`config.mk`:
```
export PLATFORM = sky130hd
export DESIGN_NAME = field_draw_scheduler
export DESIGN_NICKNAME = d
export VERILOG_FILES = /design/src/rtl/fluid_pkg.sv /design/src/rtl/fb_clear.sv /design/src/rtl/field_draw_scheduler.sv
export SDC_FILE = /design/constraint.sdc
export NUM_CORES = 1
export LEC_CHECK = 0
export ABC_AREA = 0
export BUFFER_PORTS_ARGS = -buffer_cell sky130_fd_sc_hd__buf_4
export CORE_AREA = 2 2 121 123
export DETAILED_ROUTE_END_ITERATION = 8
export DIE_AREA = 0 0 123 125
export PLACE_DENSITY_LB_ADDON = 0.08
export SLEW_MARGIN = 40
export SYNTH_ARGS = -nofsm -noshare
export SYNTH_HDL_FRONTEND = slang
export SYNTH_SLANG_ARGS = --single-unit
```
`constraint.sdc`:
```
create_clock -name clk -period 4.3 [get_ports clk]
set_clock_uncertainty 0.05 [all_clocks]
set_input_delay 0.645 -clock clk [delete_from_list [all_inputs] [get_ports clk]]
set_output_delay 0.645 -clock clk [all_outputs]
set_load 0.01 [all_outputs]
```
`src/rtl/fluid_pkg.sv`:
```
// ============================================================================
//  Module      : fluid_pkg
//  Description : Shared Q16.16 types, field word layout and scheduler states.
//  Revision    : 1.0 - initial release
// ============================================================================
`default_nettype none

package fluid_pkg;

    localparam int FRAC_BITS = 16;

    typedef logic [31:0] fix_t;

    // Field RAM word: xn occupies the most significant 32 bits.
    typedef struct packed {
        fix_t xn;
        fix_t yn;
        fix_t mag;
    } field_word_t;

    typedef enum logic [2:0] {
        ST_IDLE     = 3'd0,
        ST_CLEAR    = 3'd1,
        ST_FETCH    = 3'd2,
        ST_WAIT_RD  = 3'd3,
        ST_LAUNCH   = 3'd4,
        ST_WAIT_BLK = 3'd5,
        ST_NEXT     = 3'd6,
        ST_DONE     = 3'd7
    } sched_state_t;

endpackage

`default_nettype wire

```
`src/rtl/fb_clear.sv`:
```
// ============================================================================
//  Module      : fb_clear
//  Description : Frame-buffer clear address generator, one address per cycle.
//  Revision    : 1.0 - initial release
// ============================================================================
`default_nettype none

module fb_clear #(
    parameter int SIZE  = 307200,
    parameter int ADDRW = 19
) (
    input  logic             clk,
    input  logic             rst,
    input  logic             i_start,
    output logic [ADDRW-1:0] o_addr,
    output logic             o_we,
    output logic             o_last
);

    logic             r_active;
    logic [ADDRW-1:0] r_addr;

    always_ff @(posedge clk) begin
        if (rst) begin
            r_active <= 1'b0;
            r_addr   <= '0;
        end else if (i_start) begin
            r_active <= 1'b1;
            r_addr   <= '0;
        end else if (r_active) begin
            if (o_last) begin
                r_active <= 1'b0;
                r_addr   <= '0;
            end else begin
                r_addr <= r_addr + ADDRW'(1);
            end
        end
    end

    assign o_addr = r_addr;
    assign o_we   = r_active;
    assign o_last = r_active && (r_addr == ADDRW'(SIZE - 1));

endmodule

`default_nettype wire

```
`src/rtl/field_draw_scheduler.sv`:
```
// ============================================================================
//  Module      : field_draw_scheduler
//  Description : Walks the vector field, launches draw_block per cell and owns
//                the arbitrated frame-buffer write port (clear vs. draw_block).
//  Revision    : 1.0 - initial release
// ============================================================================
`default_nettype none

module field_draw_scheduler
    import fluid_pkg::*;
#(
    parameter int DRAW_WIDTH       = 640,
    parameter int DRAW_HEIGHT      = 480,
    parameter int DRAW_SIZE        = DRAW_WIDTH * DRAW_HEIGHT,
    parameter int DRAW_ADDRW       = $clog2(DRAW_SIZE),
    parameter int DRAW_DATAW       = 1,
    parameter int FIELD_WIDTH      = 8,
    parameter int FIELD_HEIGHT     = 6,
    parameter int FIELD_SIZE       = FIELD_WIDTH * FIELD_HEIGHT,
    parameter int FIELD_ADDRW      = $clog2(FIELD_SIZE),
    parameter int FIELD_DATAW      = 96,
    parameter int BLOCK_SIZE       = DRAW_WIDTH / FIELD_WIDTH,
    parameter int FIELD_RD_LATENCY = 1
) (
    input  logic                   clk,
    input  logic                   rst,
    input  logic                   start,
    input  logic                   clear_en,
    output logic                   busy,
    output logic                   done,
    output logic [FIELD_ADDRW-1:0] field_addr_read,
    input  logic [FIELD_DATAW-1:0] field_data_out,
    output logic                   blk_start,
    input  logic                   blk_done,
    output logic [31:0]            block_x,
    output logic [31:0]            block_y,
    output logic [31:0]            xn,
    output logic [31:0]            yn,
    output logic [31:0]            mag,
    input  logic [DRAW_ADDRW-1:0]  blk_addr_write,
    input  logic [DRAW_DATAW-1:0]  blk_data_in,
    input  logic                   blk_we,
    output logic [DRAW_ADDRW-1:0]  draw_addr_write,
    output logic [DRAW_DATAW-1:0]  draw_data_in,
    output logic                   draw_we
);

    localparam int COLW = (FIELD_WIDTH > 1) ? $clog2(FIELD_WIDTH) : 1;
    localparam int ROWW = (FIELD_HEIGHT > 1) ? $clog2(FIELD_HEIGHT) : 1;
    localparam int LATW = $clog2(FIELD_RD_LATENCY + 1);

    sched_state_t    r_state;
    logic [COLW-1:0] r_col;
    logic [ROWW-1:0] r_row;
    logic [LATW-1:0] r_rd_cnt;
    fix_t            r_xn;
    fix_t            r_yn;
    fix_t            r_mag;
    fix_t            r_block_x;
    fix_t            r_block_y;

    field_word_t     w_word;
    logic [15:0]     w_cx;
    logic [15:0]     w_cy;
    logic            w_last_col;
    logic            w_last_cell;
    logic            w_clr_start;
    logic            w_clr_we;
    logic            w_clr_last;
    logic [DRAW_ADDRW-1:0] w_clr_addr;

    assign w_word      = field_word_t'(field_data_out[$bits(field_word_t)-1:0]);
    assign w_cx        = 16'(int'(r_col) * BLOCK_SIZE + BLOCK_SIZE / 2);
    assign w_cy        = 16'(int'(r_row) * BLOCK_SIZE + BLOCK_SIZE / 2);
    assign w_last_col  = (r_col == COLW'(FIELD_WIDTH - 1));
    assign w_last_cell = w_last_col && (r_row == ROWW'(FIELD_HEIGHT - 1));
    assign w_clr_start = (r_state == ST_IDLE) && start && clear_en;

    fb_clear #(
        .SIZE  (DRAW_SIZE),
        .ADDRW (DRAW_ADDRW)
    ) u_fb_clear (
        .clk     (clk),
        .rst     (rst),
        .i_start (w_clr_start),
        .o_addr  (w_clr_addr),
        .o_we    (w_clr_we),
        .o_last  (w_clr_last)
    );

    always_ff @(posedge clk) begin
        if (rst) begin
            r_state   <= ST_IDLE;
            r_col     <= '0;
            r_row     <= '0;
            r_rd_cnt  <= '0;
            r_xn      <= '0;
            r_yn      <= '0;
            r_mag     <= '0;
            r_block_x <= '0;
            r_block_y <= '0;
        end else begin
            case (r_state)
                ST_IDLE: begin
                    if (start) begin
                        r_col   <= '0;
                        r_row   <= '0;
                        r_state <= clear_en ? ST_CLEAR : ST_FETCH;
                    end
                end
                ST_CLEAR: begin
                    if (w_clr_last) r_state <= ST_FETCH;
                end
                ST_FETCH: begin
                    r_rd_cnt <= '0;
                    r_state  <= ST_WAIT_RD;
                end
                ST_WAIT_RD: begin
                    // Operands and coordinates stay frozen until the next cell's latch.
                    if (r_rd_cnt == LATW'(FIELD_RD_LATENCY - 1)) begin
                        r_xn      <= w_word.xn;
                        r_yn      <= w_word.yn;
                        r_mag     <= w_word.mag;
                        r_block_x <= fix_t'(w_cx) << FRAC_BITS;
                        r_block_y <= fix_t'(w_cy) << FRAC_BITS;
                        r_state   <= (w_word.mag == '0) ? ST_NEXT : ST_LAUNCH;
                    end else begin
                        r_rd_cnt <= r_rd_cnt + LATW'(1);
                    end
                end
                ST_LAUNCH: begin
                    r_state <= ST_WAIT_BLK;
                end
                ST_WAIT_BLK: begin
                    if (blk_done) r_state <= ST_NEXT;
                end
                ST_NEXT: begin
                    if (w_last_cell) begin
                        r_state <= ST_DONE;
                    end else begin
                        if (w_last_col) begin
                            r_col <= '0;
                            r_row <= r_row + ROWW'(1);
                        end else begin
                            r_col <= r_col + COLW'(1);
                        end
                        r_state <= ST_FETCH;
                    end
                end
                ST_DONE: begin
                    r_state <= ST_IDLE;
                end
                default: r_state <= ST_IDLE;
            endcase
        end
    end

    assign busy            = (r_state != ST_IDLE);
    assign done            = (r_state == ST_DONE);
    assign blk_start       = (r_state == ST_LAUNCH);
    assign field_addr_read = FIELD_ADDRW'(int'(r_row) * FIELD_WIDTH + int'(r_col));
    assign block_x         = r_block_x;
    assign block_y         = r_block_y;
    assign xn              = r_xn;
    assign yn              = r_yn;
    assign mag             = r_mag;

    // Single frame-buffer write port; draw_block writes outside WAIT_BLK are dropped.
    always_comb begin
        draw_addr_write = '0;
        draw_data_in    = '0;
        draw_we         = 1'b0;
        if (r_state == ST_CLEAR) begin
            draw_addr_write = w_clr_addr;
            draw_we         = w_clr_we;
        end else if (r_state == ST_WAIT_BLK) begin
            draw_addr_write = blk_addr_write;
            draw_data_in    = blk_data_in;
            draw_we         = blk_we;
        end
    end

endmodule

`default_nettype wire

```
==> Word level (Yosys, flattened, before mapping) <==
Cells that the tools add are included.
{ "word_totals": {"register_bits": 158, "latch_bits": 0, "ramBits": 0, "rom_bits": 0, "inputBits": 122, "word_cells": 78, "memories": 0} }
{ "classes": {"add_sub_neg": 7, "n_mul": 2, "div_mod_pow": 0, "order_cmp": 0, "eq_ne": 16, "shifts": 0, "mux": 27, "n_bitwise": 1, "n_reduce_logical": 14} }
{ "ops": {"columns": ["op", "count"], "rows": [
  ["2-to-1 mux 19 bit", 3],
  ["zero test 32 bit", 1],
  ["2-to-1 mux 3 bit", 10],
  ["case mux 3 bit (8 select lines)", 1],
  ["adder 10 x 6 -> 11 bit (second input constant)", 2],
  ["adder 19 x 1 -> 19 bit (second input constant)", 1],
  ["equality test 19 bit (second input constant)", 1],
  ["equality test 3 bit (second input constant)", 6],
  ["multiplier 3 x 3 -> 6 bit (second input constant)", 2],
  ["case mux 3 bit (2 select lines)", 2],
  ["inequality test 2 bit (second input constant)", 5],
  ["2-to-1 mux 1 bit", 8],
  ["AND reduction 4 bit", 2],
  ["adder 3 x 1 -> 3 bit (second input constant)", 2],
  ["adder 6 x 3 -> 6 bit", 1],
  ["equality test 3 x 2 -> 1 bit (second input constant)", 2],
  ["logical AND 1 bit", 4],
  ["2-to-1 mux 2 bit", 2],
  ["nonzero test 2 bit", 2],
  ["equality test 3 x 1 -> 1 bit (second input constant)", 1],
  ["zero test 3 bit", 1],
  ["AND reduction 3 bit", 1],
  ["nonzero test 3 bit", 1],
  ["inequality test 2 x 1 -> 1 bit (second input constant)", 1],
  ["5 further kinds", 5]
]} }

==> Logic depth before layout (Yosys ltp) <==
{ "depth": {"ltp_word": 5, "ltp_mapped": 7, "depth_no_buf": 6} }

==> Modules after synthesis <==
A second synthesis with hierarchy kept.
{ "hier_totals": {"hier_cells": 750, "hier_area_um2": 6135.9} }
{ "by_module_without_submodules": {"columns": ["module", "instances", "cells_each", "area_per_inst_um2"], "rows": [
  ["field_draw_scheduler", 1, 644, 5207.5],
  ["fb_clear", 1, 106, 928.4]
]} }

==> Worst setup path after synthesis <==
Ideal clock, no wire load.
{ "synth_timing": {"kind": "reg2reg", "from": "reg u_fb_clear.r_addr[0] (netlist: u_fb_clear.o_addr[0])", "to": "reg u_fb_clear.r_addr[11] (netlist: u_fb_clear.o_addr[11])", "arrival_ns": 1.947, "t_required_ns": 4.135, "path_slack_ns": 2.188, "stages_incl_launch_ff": 8, "path_cell_list": "dfxtp_1 > ha_1 > nand3_1 > or4_1 > buf_2 > o21ai_1 > buf_4 > nor2_1"} }
{ "synth_between": {"elab_chain_cells": 3} }
{ "synth_lines": {"columns": ["element", "line_no", "rtl"], "rows": [
  ["from (decl)", "fb_clear.sv:21", "logic [ADDRW-1:0] r_addr;"],
  ["from (signal assigned)", "fb_clear.sv:35", "r_addr <= r_addr + ADDRW'(1);"],
  ["branches (longest 2 deep; another with adder 19 x 1 -> 19 bit)", null, null],
  ["2-to-1 mux 19 bit *", "fb_clear.sv:31", "if (o_last) begin"]
]} }
Every way passes the cells marked *.
A chain may end at the register's enable or synchronous reset.

==> Worst setup path in the final report <==
{ "layout_timing": {"from": "reg r_state[2]", "to": "out draw_addr_write[7]"} }
{ "layout_between": {"elab_chain_cells": 3} }
{ "layout_lines": {"columns": ["element", "line_no", "rtl"], "rows": [
  ["from (decl)", "field_draw_scheduler.sv:52", "sched_state_t r_state;"],
  ["from (signal assigned)", "field_draw_scheduler.sv:108", "r_state <= clear_en ? ST_CLEAR : ST_FETCH;"],
  ["from (signal assigned)", "field_draw_scheduler.sv:126", "r_state <= (w_word.mag == '0) ? ST_NEXT : ST_LAUNCH;"],
  ["equality test 3 bit", "field_draw_scheduler.sv:176", "end else if (r_state == ST_WAIT_BLK) begin"],
  ["2-to-1 mux 19 bit", "field_draw_scheduler.sv:176", null],
  ["2-to-1 mux 19 bit *", "field_draw_scheduler.sv:173", "if (r_state == ST_CLEAR) begin"],
  ["to (decl)", "field_draw_scheduler.sv:43", "output logic [DRAW_ADDRW-1:0] draw_addr_write,"]
]} }
Mark *: on every way between the ends. The rest lies on a longest branch, timed or not.

==> results.py <==
metrics = {
    "run_status": {
        "status": "finished clean",
    },
    "floorplanning": {
        "coreArea_mm2": 0.01420,
        "io_pins": 312,
        "die_x_um": 123,
        "start_util_pct": 42.53,
        "fp-row-count": 44,
        "die_h_um": 125,
        "die_area_mm2": 0.01538,
    },
    "power": {
        "ir_drop_uv": 251.2,
        "p_leak_nw": 3.650,
        "power_mw": 3.485,
        "power-per-cell-area_mw_per_mm2": 406.7,
    },
    "worst_setup_path": {
        "worst-path-buf-inv": 1,
        "rrSetupSlack_ns": 1.76,
        "crit_chain": "and3b_1, a22o_1, buf_4",
        "criticalPathCategory": "reg -> out",
        "crit_path_start_kind": "register",
        "worstPathMaxFanout": 21,
        "crit_slowest_cell": "dfxtp_1",
        "crit_family": "flip-flops",
        "arrival_ns": 2.27,
        "cp_slowest_stage_delay_ns": 0.75,
        "crit_required_ns": 3.61,
        "end_kind": "output pin",
    },
    "timing": {
        "max_freq_mhz": 337.5,
        "finalHoldViolCount": 0,
        "period_share_pct": 68.90,
        "fin_ws_ns": 1.337,
        "max_slew_margin_pct": 47.53,
        "slew_violations": 0,
        "period_minus_slack_ns": 2.963,
        "rsz0062_at_grt": "no",
        "tns_ns": 0,
        "holdWs_ns": 0.4015,
        "setup_viol": 0,
        "worst-slew-pin-transition_ns": 0.7863,
    },
    "clock_tree": {
        "tritoncts": "built",
        "cts_made_buffers": 17,
        "root_buffer": "clkbuf_16",
        "htree_levels": 4,
        "hold_buffers": 0,
        "clock_latency_ns": 0.42,
        "clk_pin_slew_ns": 0.06,
        "post_cts_buffers": 0,
        "cts_resized": 0,
        "clock_path_buffers": 2,
        "clock_sinks": 140,
    },
    "layout": {
        "finalNetCount": 1125,
        "layout_common_cells": "buf_4 (270), nand2_1 (211), dfxtp_1 (140)",
        "layout-drive-gt1-share_pct": 30.34,
        "utilization_pct": 60.32,
        "antennaDiodeCount": 0,
        "syn2layout_area_growth_pct": 41.84,
        "fillers": 1364,
        "fin_cells": 1186,
        "finalInstanceArea_mm2": 0.008568,
        "final_common_cell": "buf_4",
    },
    "logic_synthesis": {
        "synth_top_area_share_pct": 46.40,
        "yosysUniqueCellTypes": 44,
        "syn-cell-area_mm2": 0.006041,
        "synth_top_cell_by_area": "dfxtp_1",
        "ys_warn_count": 0,
        "synth_seq_cells": 140,
        "syn_avg_cell_area_um2": 7.990,
        "synthTopCellsByArea": "dfxtp_1 (46%), nand2_1 (13%), a21oi_1 (9.5%)",
        "yosysSeqAreaShare_pct": 46.40,
        "synthCells": 756,
    },
    "drt": {
        "postRouteAntennaNets": 0,
        "first_iter_violations": 286,
        "routed_via_density": 4.840,
        "wirelength_mm": 16.37,
        "wl_per_cell_um": 13.80,
        "firstDrtPassIters": 4,
        "num_vias": 5740,
        "drc": 0,
    },
    "placement": {
        "dp_slack_ns": 1.766,
        "gp_congestion": 0.8247,
        "dp_cells": 1155,
        "dpl-instance-area_mm2": 0.007911,
        "numPortBuffers": 263,
        "hpwl_mm": 11.44,
    },
    "worst_hold_path": {
        "hp-class": "reg -> reg",
    },
    "grt": {
        "grt_pass1_wl_mm": 25.84,
        "first_global_vias": 5169,
        "grt_remaining_overflow": 0,
        "grt_max_degree": 72,
        "antenna_found_initial": 0,
        "grt.total_usage_pct": 21.07,
    },
    "flow_run": {
        "cap_violations": 0,
    },
}
-- worst min-delay path, cell delays in order, from the launching register on --
cell and delay (ns):
dfxtp_1 0.31, nand2_1 0.05, a21oi_1 0.05
-- sequential cells by signal (all words and copies together) (netlist names) --
| register | cells |
|---|---|
| yn | 32 |
| block_x | 7 |
| r_row | 3 |
| u_fb_clear.o_we | 1 |
| u_fb_clear.o_addr | 19 |
| r_col | 3 |
| mag | 32 |
| xn | 32 |
| r_state | 3 |
| block_y | 8 |
-- per-layer routing --
layer | vias up | GRT usage [%] | part of all wire (%)
met2 | 179 | 34.03 | 48
met1 | 2617 | 26.23 | 42
met4 | 0 | 6.551 | 1.5
li1 | 2927 | - | -
met5 | - | 0 | 0
met3 | 17 | 7.482 | 8.4
-- synthesized netlist by cell type, drive strengths merged --
cell / number
and2: 1
or4: 6
o41ai: 1
buf: 59
o2111ai: 1
or3: 3
nand2: 211
a32oi: 3
a21oi: 115
nand3: 15
and4b: 1
and4: 3
o21bai: 1
a211oi: 7
inv: 6
nor4b: 1
a311oi: 1
nand3b: 4
dfxtp: 140
nor3b: 2
conb: 1
nor4: 8
a311o: 1
nor2: 37
a22o: 20
xor2: 8
o31ai: 5
nor3: 9
nor4bb: 1
o21ai: 7
o211ai: 1
and3b: 2
nand2b: 1
xnor2: 9
ha: 13
nand4: 4
and3: 2
clkbuf: 43
a2111oi: 1
a31oi: 2
-- cells by family after synthesis --
| kind of cell | count (synthesis) | share of synthesized area [%] |
|---|---|---|
| simple gates | 311 | 22.25 |
| compound gates | 166 | 16.14 |
| flops | 140 | 46.40 |
| buf+inv | 108 | 10.00 |
| xor+xnor | 17 | 2.465 |
| fa+ha+maj | 13 | 2.693 |
| other cells | 1 | 0.06208 |
-- power by group --
group          switching [mW]  internal, mW
logic                   0.253         0.216
registers              0.0524          1.36
clock network           0.550          1.05
total                   0.855          2.63
-- cell type report --
type	instances	area (µm²)	share of cell area, %
clock buffers	20	456.7	5.330
clock inverters	11	191.4	2.234
inverters	6	22.52	0.2629
multi-input cells	555	2838	33.12
flip-flops and latches	140	2803	32.71
well taps	184	230.2	2.687
repair buffers	270	2027	23.66
-- final timing paths --
check,to,depth (start not counted),startpoint
setup / recovery,draw_addr_write[7],3,r_state[2]$_SDFFE_PP0P_
setup reg to reg,u_fb_clear.o_addr[16]$_SDFFE_PP0P_,6,u_fb_clear.o_addr[0]$_SDFFE_PP0P_
hold / removal,xn[22]$_SDFFE_PP0P_,2,xn[22]$_SDFFE_PP0P_
hold reg to reg,xn[22]$_SDFFE_PP0P_,2,xn[22]$_SDFFE_PP0P_
No activity file was read; power rests on OpenSTA's default activity.
